### src/rtl/iibg_ctrl_23x23.sv
// ---------------------------------------------------------------------------
// iibg_ctrl_23x23
//
// Sequencer for the 23x23 integral-image window buffer.
//
// A window is 576 integral-image words (24x24, 21 bits each). The words are
// streamed from the integral-image generator straight into the window buffer.
// After that, each feature is evaluated as 8 rectangle reads. Each read puts
// four corner addresses on the buffer read port in four consecutive cycles.
// The eight packed rectangle results are then handed to the classifier.
// Between features the buffer's select/output state is cleared.
//
// Ports
//   iClk, iReset_n    clock, synchronous active-low reset
//   iStart            pulse, begin a new window (only honoured in IDLE)
//   iValid/iData      upstream integral-image word
//   oReady            upstream ready; a word moves when iValid & oReady
//   iFeat_valid       corner table entry valid
//   iCorners          {c3,c2,c1,c0}, 10-bit buffer addresses
//   iFeat_last        current feature is the last one of this window
//   oCorner_ack       pulse, the current iCorners has been consumed
//   oWin_valid        the 8 rectangle words are stable on the buffer outputs
//   iWin_ack          the classifier has taken them
//   oDone             pulse, the whole window is finished
//   oWrreq/oData_in   buffer write port (zero-latency pass-through)
//   oRdreq/oAddr_read buffer read port
//   oFull             buffer clear pulse
//   oRst              buffer write-pointer reset pulse
// ---------------------------------------------------------------------------
module iibg_ctrl_23x23 #(
    parameter int N_WORDS = 576,
    parameter int N_RECT  = 8,
    parameter int RD_GAP  = 7
) (
    input  logic        iClk,
    input  logic        iReset_n,
    input  logic        iStart,
    input  logic        iValid,
    input  logic [20:0] iData,
    output logic        oReady,
    input  logic        iFeat_valid,
    input  logic [39:0] iCorners,
    input  logic        iFeat_last,
    output logic        oCorner_ack,
    output logic        oWin_valid,
    input  logic        iWin_ack,
    output logic        oDone,
    output logic        oWrreq,
    output logic [20:0] oData_in,
    output logic        oRdreq,
    output logic [9:0]  oAddr_read,
    output logic        oFull,
    output logic        oRst
);

    typedef enum logic [2:0] {
        ST_IDLE,
        ST_RST,
        ST_LOAD,
        ST_ISSUE,
        ST_WAIT,
        ST_HANDOFF,
        ST_CLEAR,
        ST_FIN
    } state_t;

    localparam logic [9:0] WR_LAST   = 10'(N_WORDS - 1);
    localparam logic [9:0] WR_END    = 10'(N_WORDS);
    localparam logic [3:0] GAP_SAT   = 4'(RD_GAP);
    localparam logic [3:0] RECT_LAST = 4'(N_RECT - 1);

    state_t      state_reg, state_next;
    logic [9:0]  wr_cnt_reg, wr_cnt_next;
    logic [3:0]  rect_cnt_reg, rect_cnt_next;
    // Cycles elapsed since the most recent c0 cycle, saturating at RD_GAP.
    logic [3:0]  gap_cnt_reg, gap_cnt_next;
    // Corner index of the rectangle being issued. 0 means no rectangle is
    // in flight (the next c0 may start); 1..3 are the c1..c3 cycles.
    logic [1:0]  phase_reg, phase_next;
    logic        feat_last_reg, feat_last_next;

    logic [9:0]  corner_w [4];
    logic        gap_ok;
    logic        load_ready;

    genvar gi;
    generate
        for (gi = 0; gi < 4; gi++) begin : g_corner
            assign corner_w[gi] = iCorners[gi*10 +: 10];
        end
    endgenerate

    assign gap_ok     = (gap_cnt_reg >= GAP_SAT);
    assign load_ready = (wr_cnt_reg < WR_END);

    // ------------------------------------------------------------------
    // State and counter registers
    // ------------------------------------------------------------------
    always_ff @(posedge iClk) begin
        if (!iReset_n) begin
            state_reg     <= ST_IDLE;
            wr_cnt_reg    <= '0;
            rect_cnt_reg  <= '0;
            gap_cnt_reg   <= '0;
            phase_reg     <= '0;
            feat_last_reg <= 1'b0;
        end else begin
            state_reg     <= state_next;
            wr_cnt_reg    <= wr_cnt_next;
            rect_cnt_reg  <= rect_cnt_next;
            gap_cnt_reg   <= gap_cnt_next;
            phase_reg     <= phase_next;
            feat_last_reg <= feat_last_next;
        end
    end

    // ------------------------------------------------------------------
    // Next-state and output decode
    // ------------------------------------------------------------------
    always_comb begin
        state_next     = state_reg;
        wr_cnt_next    = wr_cnt_reg;
        rect_cnt_next  = rect_cnt_reg;
        phase_next     = phase_reg;
        feat_last_next = feat_last_reg;
        // The gap counter free-runs up to its ceiling in every state, so the
        // first rectangle of any feature never has to wait.
        gap_cnt_next   = gap_ok ? GAP_SAT : gap_cnt_reg + 4'd1;

        oReady      = 1'b0;
        oCorner_ack = 1'b0;
        oWin_valid  = 1'b0;
        oDone       = 1'b0;
        oWrreq      = 1'b0;
        oData_in    = '0;
        oRdreq      = 1'b0;
        oAddr_read  = '0;
        oFull       = 1'b0;
        oRst        = 1'b0;

        case (state_reg)
            ST_IDLE: begin
                if (iStart) begin
                    state_next = ST_RST;
                end
            end

            ST_RST: begin
                oRst        = 1'b1;
                wr_cnt_next = '0;
                state_next  = ST_LOAD;
            end

            ST_LOAD: begin
                oReady = load_ready;
                // Write data is passed straight through in the transfer cycle.
                if (iValid && load_ready) begin
                    oWrreq      = 1'b1;
                    oData_in    = iData;
                    wr_cnt_next = wr_cnt_reg + 10'd1;
                    if (wr_cnt_reg == WR_LAST) begin
                        state_next = ST_ISSUE;
                    end
                end
            end

            ST_ISSUE: begin
                if (phase_reg == 2'd0) begin
                    if (iFeat_valid && gap_ok) begin
                        oRdreq       = 1'b1;
                        oAddr_read   = corner_w[0];
                        phase_next   = 2'd1;
                        // This c0 cycle counts as gap 0; the next cycle is 1.
                        gap_cnt_next = 4'd1;
                    end
                end else begin
                    // c1..c3 run unconditionally once c0 has been issued.
                    oAddr_read = corner_w[phase_reg];
                    if (phase_reg == 2'd3) begin
                        oCorner_ack    = 1'b1;
                        phase_next     = 2'd0;
                        feat_last_next = iFeat_last;
                        rect_cnt_next  = rect_cnt_reg + 4'd1;
                        if (rect_cnt_reg == RECT_LAST) begin
                            state_next = ST_WAIT;
                        end
                    end else begin
                        phase_next = phase_reg + 2'd1;
                    end
                end
            end

            ST_WAIT: begin
                // The last rectangle is packed once RD_GAP cycles have passed
                // since its c0.
                if (gap_ok) begin
                    state_next = ST_HANDOFF;
                end
            end

            ST_HANDOFF: begin
                oWin_valid = 1'b1;
                if (iWin_ack) begin
                    state_next = ST_CLEAR;
                end
            end

            ST_CLEAR: begin
                oFull         = 1'b1;
                rect_cnt_next = '0;
                state_next    = feat_last_reg ? ST_FIN : ST_ISSUE;
            end

            ST_FIN: begin
                oDone      = 1'b1;
                state_next = ST_IDLE;
            end

            default: begin
                state_next = ST_IDLE;
            end
        endcase
    end

endmodule

### config.mk
export PLATFORM = sky130hd
export DESIGN_NAME = iibg_ctrl_23x23
export DESIGN_NICKNAME = d
export VERILOG_FILES = /design/src/rtl/iibg_ctrl_23x23.sv
export SDC_FILE = /design/constraint.sdc
export NUM_CORES = 1
export LEC_CHECK = 0
export BUFFER_PORTS_ARGS = -buffer_cell sky130_fd_sc_hd__buf_2
export CORE_MARGIN = 3
export CORE_UTILIZATION = 47
export DETAILED_ROUTE_END_ITERATION = 10
export GPL_ROUTABILITY_DRIVEN = 0
export GPL_TIMING_DRIVEN = 1
export PLACE_DENSITY = 0.83
export SETUP_SLACK_MARGIN = 0.15
export SLEW_MARGIN = 20
export SYNTH_ARGS = -nofsm -noshare
export SYNTH_HDL_FRONTEND = slang
export SYNTH_SLANG_ARGS = --single-unit
### constraint.sdc
create_clock -name iClk -period 4.2 [get_ports iClk]
set_input_delay 0.42 -clock iClk [delete_from_list [all_inputs] [get_ports iClk]]
set_output_delay 0.42 -clock iClk [all_outputs]
set_load 0.01 [all_outputs]
==> results.cfg <==
[clocking]
cts_sinks = 24
clk-insertion-delay-late_ps = 270
cts_buffers = 3
cts_resized = 0
clk_pin_slew_ps = 80
htreeDepth = 1
tritoncts = yes
cts_max_path_buffers = 2
postCtsSetupBuffers = 0
cts-hold-fix-buffers = 0
clockRootBuffer = clkbuf_8

[synthesis]
netlist_area_sq_um = 1830
yosys-top-cells-area = dfxtp_1, mux4_2, and3_1
synth_commonest_cells = dfxtp_1, and3_1, nor2_1, nand2_1
syn_inst = 211
synth_edf_count = 0
async_flop_share_pct = 0
yosys_most_used_dff = dfxtp_1
synth.most_common_cell = dfxtp_1
ys_ff_latch = 24
synth_top_area_share_pct = 26.2
synthDistinctLibCells = 51
yosys_warnings = 0
syn_nets = 286
synth-seq-area-share_pct = 26.2
synth_area_leader_cell = dfxtp_1
synth.avg_cell_area_sq_um = 8.68

[drt]
wl_mm = 5.16
drc = 0
drtAntennaViolNets = 0
first_pass_iters = 4
wl_per_cell_microns = 14.6
drtIter0Drc = 141
vias = 1950
viasPerCell = 5.51

[min_path]
holdPathStages = 3
min_path_type = in2reg
min_to = feat_last_reg$_SDFFE_PN0P_
min_from = iFeat_last

[layout]
layout-drive-gt1-share_pct = 44.1
diodes = 0
largest_reg_flops = 10
nets = 382
syn2layout_area_growth_pct = 31.5

[floorplan]
die_area_sq_um = 4680
core.rowCount = 22
coreArea_sq_um = 3720
initial_core_util_pct = 49.3
die_w_microns = 68.4
die_height_microns = 68.4
num_io_pins = 107

[setup_path]
rrSetupSlack_ps = 1890
r2r_end = phase_reg[0]$_SDFFE_PN0P_
worstSetupPathType = reg2out
cpPeakStageDelay_ps = 820
r2r_start = phase_reg[0]$_SDFFE_PN0P_
path_max_fanout = 14
cp-start-kind = flip-flop
cp.arrival_ps = 2480
critical_path.cell_chain = inv_1 > ha_1 > nor2_1 > a22o_1 > buf_2
crit_required_ps = 3780
slowest_stage = dfxtp_1
worstRegToRegCells = 5
endpoint_kind = output port

[run]
cap_violations = 0

[timing]
final-setup-viol-count = 0
max_freq_ghz = 0.345
fin_crit_sh_pct = 69.0
max_slew_margin_pct = 44.6
finClkSkew_ps = 1.54
finalCriticalPeriod_ps = 2900
rsz0062_at_grt = no
hold_slack_ps = 392
worst_pin_slew_ps = 828
maxSlewViolCount = 0
fin_tns_setup_ps = 0
hold_viol = 0

[global_routing]
grt_pass1_wl_mm = 7.65
grt_overflow = 0
grt_max_degree = 25
grt.total_usage_pct = 21.1
first_global_vias = 1712
antenna_found_initial = 0

[pwr]
p_leak_nw = 1.23
ir_worst_vdd_v = 0.000155
total_power_mw = 0.513
power_density_nw_per_um2 = 213

[place]
io_buffers = 106
dpl.hpwl_mm = 4.01

[run_status]
outcome = finished clean
[kinds of logic (layout without fill, tap and decap cells)]
| family | Yosys count | in the layout | synth area share (%) |
|---|---|---|---|
| compound gates | 43 | 43 | 17.8 |
| xor+xnor | 2 | 2 | 0.957 |
| fa+ha+maj | 7 | 7 | 4.78 |
| buf+inv | 24 | 119 | 5.60 |
| flops | 24 | 24 | 26.2 |
| mux | 14 | 14 | 14.6 |
| simple gates | 97 | 97 | 30.1 |
[layout by cell type (no fill, tap or decap), types with 2 or more instances in the layout]
cell type and count:
nand4_1 5, a31o_2 3, inv_1 9, ha_1 7
and2_1 3, o2bb2ai_1 2, a22oi_1 2, nand3_1 9
nor2b_1 3, buf_2 106, nand2_1 13, a22o_1 10
mux2i_1 3, nand3b_1 2, a31oi_1 2, o31ai_1 2
dfxtp_1 24, nor3b_1 2, mux4_2 10, clkbuf_8 4
a21oi_1 8, nor3_1 6, and3_2 3, nor2_1 17
o21ai_0 6, and3_1 23
[per-layer routing]
metal	vias up	wire, microns	global-route usage (%)
met5	-	0	0
met4	0	123	7.44
met3	14	129	4.11
met2	39	2630	33.5
met1	913	2280	28.3
li1	984	-	-
[stage by stage]
step / std cells / setup slack [ps] / utilization, % / area (sq um)
floorplan: 211 / 2090 / - / 1830
global placement: 350 / 1680 / 63.3 / 2350
detailed placement: 350 / 1560 / 63.3 / 2350
CTS: 354 / 1250 / 64.8 / 2410
global route: 354 / 1100 / 64.8 / 2410
finish: 354 / 1300 / 64.8 / 2410
[how the worst max path moves through the flow]
stage | from | to | slack [ps]
2_1_floorplan | phase_reg[0]$_SDFFE_PN0P_ | oAddr_read[2] | 2090
6_report | phase_reg[0]$_SDFFE_PN0P_ | oAddr_read[8] | 1300
4_1_cts | phase_reg[0]$_SDFFE_PN0P_ | oAddr_read[8] | 1250
5_1_grt | phase_reg[0]$_SDFFE_PN0P_ | oAddr_read[3] | 1100
3_5_place_dp | phase_reg[0]$_SDFFE_PN0P_ | oAddr_read[8] | 1560
3_3_place_gp | phase_reg[0]$_SDFFE_PN0P_ | oAddr_read[8] | 1680
[layout make-up]
type                       instances  area [sq um]
fill                             341          1310
multi-input combinational        163          1250
timing repair buffer             106           531
sequential                        24           480
tap                               48          60.1
clock buffer                       4          55.1
inverter                           9          33.8
[worst max-delay path: cells and delay by family, from the launching register on]
family / cells / cell delay, ps
buf+inv: 2 / 300
flops: 1 / 820
simple gates: 1 / 550
compound gates: 1 / 250
fa+ha+maj: 1 / 300
[report_power, final]
group / total (mW) / switching (mW) / internal, mW
clock network: 0.159 / 0.0751 / 0.0838
registers: 0.246 / 0.0120 / 0.234
logic: 0.108 / 0.0519 / 0.0566
total: 0.513 / 0.139 / 0.374
Power figures use the tool's default switching activity.
